==> config.mk <==
export PLATFORM = sky130hd
export DESIGN_NAME = ring_decoder
export DESIGN_NICKNAME = d
export VERILOG_FILES = /design/src/rtl/ring_pkg.sv /design/src/rtl/ring_decoder_onehot_to_bin.sv /design/src/rtl/ring_decoder.sv
export SDC_FILE = /design/constraint.sdc
export NUM_CORES = 1
export LEC_CHECK = 0
export ABC_AREA = 1
export ABC_CLOCK_PERIOD_IN_PS = 7320
export CORE_UTILIZATION = 52
export DETAILED_ROUTE_END_ITERATION = 16
export GPL_TIMING_DRIVEN = 0
export PLACE_DENSITY = 0.79
export SKIP_CTS_REPAIR_TIMING = 1
export SYNTH_ARGS = -nofsm -noshare
export SYNTH_HDL_FRONTEND = slang
export SYNTH_SLANG_ARGS = --single-unit
==> constraint.sdc <==
create_clock -name clk -period 7.32 [get_ports clk]
set_clock_uncertainty 0.2 [all_clocks]
set_input_delay 1.098 -clock clk [delete_from_list [all_inputs] [get_ports clk]]
set_output_delay 1.098 -clock clk [all_outputs]
set_load 0.02 [all_outputs]
==> src/rtl/ring_pkg.sv <==
// Shared types and helpers for the one-hot ring decoder.
// The vector helpers work on a wide bus and take the live ring width as an argument.
package ring_pkg;

    typedef enum logic [1:0] {
        HUNT,
        TRACK,
        LOCKED
    } state_e;

    localparam int unsigned RING_WIDTH = 4;
    localparam int unsigned IDX_W      = $clog2(RING_WIDTH);
    localparam int unsigned MAX_W      = 64;

    // Bit 0 wraps into position width-1; callers truncate back to their width.
    function automatic logic [MAX_W-1:0] ror1(input logic [MAX_W-1:0] vec,
                                              input int unsigned     width);
        logic [MAX_W-1:0] wrap_bit;
        wrap_bit = vec[0] ? (MAX_W'(1) << (width - 1)) : '0;
        return (vec >> 1) | wrap_bit;
    endfunction

    function automatic logic is_onehot(input logic [MAX_W-1:0] vec);
        return $countones(vec) == 1;
    endfunction

endpackage

==> src/rtl/ring_decoder_onehot_to_bin.sv <==
// Combinational one-hot to binary encoder.
// Output is meaningless for non-one-hot input; the parent only uses it on valid samples.
module onehot_to_bin #(
    parameter  int WIDTH = 4,
    localparam int IDX_W = $clog2(WIDTH)
) (
    input  logic [WIDTH-1:0] onehot_i,
    output logic [IDX_W-1:0] bin_o
);

    always_comb begin
        bin_o = '0;
        for (int i = 0; i < WIDTH; i++) begin
            if (onehot_i[i]) begin
                bin_o = bin_o | IDX_W'(i);
            end
        end
    end

endmodule

==> src/rtl/ring_decoder.sv <==
// Receive side of a one-hot ring counter: decodes the active position, locks onto
// a right-rotating sequence, counts laps and flags sequence errors while locked.
module ring_decoder
    import ring_pkg::*;
#(
    parameter int WIDTH      = RING_WIDTH,
    parameter int LOCK_COUNT = 2,
    parameter int CNT_W      = 8
) (
    input  logic                     clk,
    input  logic                     reset,
    input  logic [WIDTH-1:0]         ring_in,
    input  logic                     sample_en,
    output logic [$clog2(WIDTH)-1:0] index_out,
    output logic                     onehot_ok,
    output logic                     locked,
    output logic                     err_pulse,
    output logic [CNT_W-1:0]         lap_count,
    output logic [CNT_W-1:0]         err_count
);

    localparam int IW = $clog2(WIDTH);
    localparam int SW = $clog2(LOCK_COUNT + 1);

    state_e           state_q, state_d;
    logic [WIDTH-1:0] prev_q, prev_d;
    logic [SW-1:0]    step_q, step_d;
    logic [IW-1:0]    index_q, index_d;
    logic             ok_q, ok_d;
    logic             locked_q, locked_d;
    logic             errp_q, errp_d;
    logic [CNT_W-1:0] lap_q, lap_d;
    logic [CNT_W-1:0] errc_q, errc_d;

    logic [IW-1:0]    enc_idx;
    logic [WIDTH-1:0] expect_vec;
    logic             valid;
    logic             correct;
    logic [SW-1:0]    step_inc;

    onehot_to_bin #(.WIDTH(WIDTH)) u_enc (
        .onehot_i (ring_in),
        .bin_o    (enc_idx)
    );

    assign expect_vec = WIDTH'(ror1(MAX_W'(prev_q), WIDTH));
    assign valid      = is_onehot(MAX_W'(ring_in));
    assign correct    = valid && (ring_in == expect_vec);
    assign step_inc   = step_q + 1'b1;

    always_comb begin
        state_d  = state_q;
        prev_d   = prev_q;
        step_d   = step_q;
        index_d  = index_q;
        ok_d     = ok_q;
        locked_d = locked_q;
        errp_d   = 1'b0;
        lap_d    = lap_q;
        errc_d   = errc_q;

        if (sample_en) begin
            ok_d = valid;
            if (valid) begin
                index_d = enc_idx;
            end

            unique case (state_q)
                HUNT: begin
                    if (valid) begin
                        prev_d  = ring_in;
                        step_d  = '0;
                        state_d = TRACK;
                    end
                end
                TRACK: begin
                    if (correct) begin
                        prev_d = ring_in;
                        step_d = step_inc;
                        if (step_inc == SW'(LOCK_COUNT)) begin
                            state_d  = LOCKED;
                            locked_d = 1'b1;
                        end
                    end else if (valid) begin
                        prev_d = ring_in;
                        step_d = '0;
                    end else begin
                        state_d = HUNT;
                    end
                end
                LOCKED: begin
                    if (correct) begin
                        prev_d = ring_in;
                        // Landing on the MSB means the ring just wrapped past bit 0.
                        if (ring_in[WIDTH-1]) begin
                            lap_d = lap_q + 1'b1;
                        end
                    end else begin
                        errp_d   = 1'b1;
                        locked_d = 1'b0;
                        if (errc_q != '1) begin
                            errc_d = errc_q + 1'b1;
                        end
                        if (valid) begin
                            prev_d  = ring_in;
                            step_d  = '0;
                            state_d = TRACK;
                        end else begin
                            state_d = HUNT;
                        end
                    end
                end
                default: state_d = HUNT;
            endcase
        end
    end

    always_ff @(posedge clk) begin
        if (reset) begin
            state_q  <= HUNT;
            prev_q   <= '0;
            step_q   <= '0;
            index_q  <= '0;
            ok_q     <= 1'b0;
            locked_q <= 1'b0;
            errp_q   <= 1'b0;
            lap_q    <= '0;
            errc_q   <= '0;
        end else begin
            state_q  <= state_d;
            prev_q   <= prev_d;
            step_q   <= step_d;
            index_q  <= index_d;
            ok_q     <= ok_d;
            locked_q <= locked_d;
            errp_q   <= errp_d;
            lap_q    <= lap_d;
            errc_q   <= errc_d;
        end
    end

    assign index_out = index_q;
    assign onehot_ok = ok_q;
    assign locked    = locked_q;
    assign err_pulse = errp_q;
    assign lap_count = lap_q;
    assign err_count = errc_q;

endmodule

==> flow_summary.yaml <==
sta:
  whs_ns: 0.271
  hold_viol_final: 0
  fin_tns_setup_ns: 0
  clock.fmax_ghz: 0.267
  worst_pin_slew_ns: 0.466
  rsz0062_at_grt: "false"
  finalCritPeriodShare: 0.512
  slew_viol_final: 0
  finalWorstSetupSlack_ns: 3.57
  max_slew_margin: 0.689
  setup_viol: 0
  layout_min_cycle_time_ns: 3.75
worst_setup_path:
  crit_fanout: 10
  cp_data_required_time_ns: 7.37
  worstSetupPathType: "input pin to flip-flop"
  r2r_start: "err_count[0]$_SDFFE_PP0P_"
  reg2reg_slack_ns: 5.59
  cp-startpoint: "ring_in[3]"
  end_kind: "flip-flop"
  crit_arrival_ns: 3.80
  reg2reg_to: "err_count[2]$_SDFFE_PP0P_"
  startpoint_type: "input pin"
  worstRegToRegCells: 8
die:
  io_pins: 28
  die_w_um: 57.4
  die_h_um: 57.4
  core_sq_um: 2830
  dieArea_sq_um: 3290
  core.rowCount: 19
  initial_core_util: 0.563
final_layout:
  final_cell_count_no_fill: 284
  syn2layout_area_growth_pct: 22.2
  design_area_sq_um: 1950
  seq_area_sq_um: 581
  layout_common_cells: "nand2_1 (49), dfxtp_1 (29), inv_1 (28)"
  fin_nets: 266
  final_common_cell: "nand2_1"
  drive_above_1_share: 0.115
  final_core_util: 0.689
  num_antenna_cells: 0
  multiInputGateArea_sq_um: 881
  num-fill-cells: 244
power_and_ir_drop:
  p_clk_frac: 0.294
  p_sw_mw: 0.0989
  p_int_mw: 0.232
  power.total_mw: 0.331
  leakagePower_nw: 0.847
  power_density_nw_per_um2: 170
  p_comb_frac: 0.188
  power_frac_seq: 0.518
  peakVddDrop_mv: 0.121
  switching_share: 0.299
grt:
  grt_pass1_wl_mm: 5.40
  grt_max_degree: 11
  antenna_found_initial: 0
  globalRouteOverflowTotal: 0
  grt_pass1_vias: 1252
  grt_usage: 0.211
logic_synthesis:
  yosys_warnings: 0
  yosys.area_share.simple: 0.331
  synth_area_per_cell_sq_um: 7.25
  synthCells: 220
  synth_seq_cells: 29
  synthAdderAreaFrac: 0.0518
  synth_xor_xnor_area_share: 0.0495
  syn_nets: 233
  synth_top_family_by_area: "simple AND/OR/NAND/NOR gates"
  synthMuxAreaShare: 0
  ys_seq_area_frac: 0.364
  ys_types: 25
  synth_area_sq_um: 1590
  synth_compound_area_frac: 0.120
drt:
  drtPass1Iterations: 11
  wl_per_cell_um: 10.9
  vias: 1433
  ant_nets: 0
  vias_per_cell: 5.05
  wl_mm: 3.11
  drcViolationCount: 1
  drt_iter0_drc: 62
clocking:
  clk_latency_ns: 0.32
  cts.root.buffer_cell: "clkbuf_4"
  cts.path.max_buffers: 2
  cts_buffers: 5
  clk_pin_slew_worst_paths_ns: 0.08
  cts_tree: "done"
  cts_sinks: 29
  cts_max_level: 2
placement:
  hpwlAfterDp_mm: 2.28
  dp.cells: 277
  port_buffers: 26
  post-place-ws_ns: 3.26
  place_congestion: 0.918
  post_dp_cell_area_sq_um: 1890
status:
  violations: "design-rule violations"
  run_status: "complete, but fails checks"
worst_hold_path:
  worstHoldStart: "onehot_ok$_SDFFE_PP0P_"
  hp-class: "flip-flop to flip-flop"
job:
  maxCapViolCount: 0
worst min path at each step:
stage | end | cells past startpoint
after floorplan | step_q[1]$_SDFFE_PP0P_ | 2
after global placement | step_q[1]$_SDFFE_PP0P_ | 2
after detailed placement | step_q[1]$_SDFFE_PP0P_ | 2
after CTS | step_q[1]$_SDFFE_PP0P_ | 2
after global routing | onehot_ok$_SDFFE_PP0P_ | 2
final | onehot_ok$_SDFFE_PP0P_ | 2
cell usage after synthesis:
library cell   n  area, sq um
nand2_1       49          184
dfxtp_1       29          581
inv_1         28          105
a21oi_1       20          100
nand3_1       19         95.1
nor2_1        13         48.8
o21ai_0       10         50.1
nor2_2         6         37.5
xnor2_1        6         52.6
ha_1           5         62.6
nand4_1        5         31.3
a31oi_1        4         25.0
inv_2          4         15.0
nand2_2        4         25.0
nor2_4         3         33.8
xor2_1         3         26.3
clkbuf_1       2         7.51
nand2_4        2         22.5
nor3_1         2         10.0
a21oi_4        1         16.3
buf_2          1         5.00
fa_1           1         20.0
nand3b_4       1         20.0
nand4_2        1         12.5
nor3b_1        1         7.51
cell families after synthesis:
family / count (synthesis)
DFF: 29
adders and majority gates: 6
xor gates and xnor gates: 9
and+or+nand+nor: 106
buffers and inverters: 35
AOI/OAI and AO/OA: 35
power by group through the flow:
stage | registers (mW) | logic, mW | clock network (mW)
after floorplan | 0.177 | 0.0429 | 0
after global placement | 0.175 | 0.0617 | 0
after detailed placement | 0.175 | 0.0622 | 0
after CTS | 0.171 | 0.0626 | 0.101
after global routing | 0.173 | 0.0710 | 0.108
final | 0.171 | 0.0623 | 0.0975
final cells by class:
| type | instances | area share |
|---|---|---|
| Timing Repair Buffer | 26 | 0.134 |
| Tap cell | 31 | 0.0199 |
| Sequential cell | 29 | 0.298 |
| Inverter | 32 | 0.0617 |
| Multi-Input combinational cell | 156 | 0.452 |
| Buffer | 3 | 0.00642 |
| Clock buffer | 7 | 0.0283 |
worst max-delay path, stage by stage:
cell             delay (ns)
clkdlybuf4s50_1        0.52
inv_2                  0.09
fa_1                   0.48
inv_1                  0.04
ha_1                   0.17
ha_1                   0.26
nor2_1                 0.14
nand2_2                0.12
nor2_2                 0.21
inv_1                  0.12
a21oi_4                0.26
o21ai_0                0.13
a21oi_1                0.15
layer usage:
metal,global-route usage,vias to the layer above,part of all wire
met5,0,-,0
met4,0.111,0,0.016
met3,0.0590,5,0.044
met2,0.331,31,0.46
met1,0.264,620,0.48
li1,-,777,-
(Power assumes the default switching activity.)
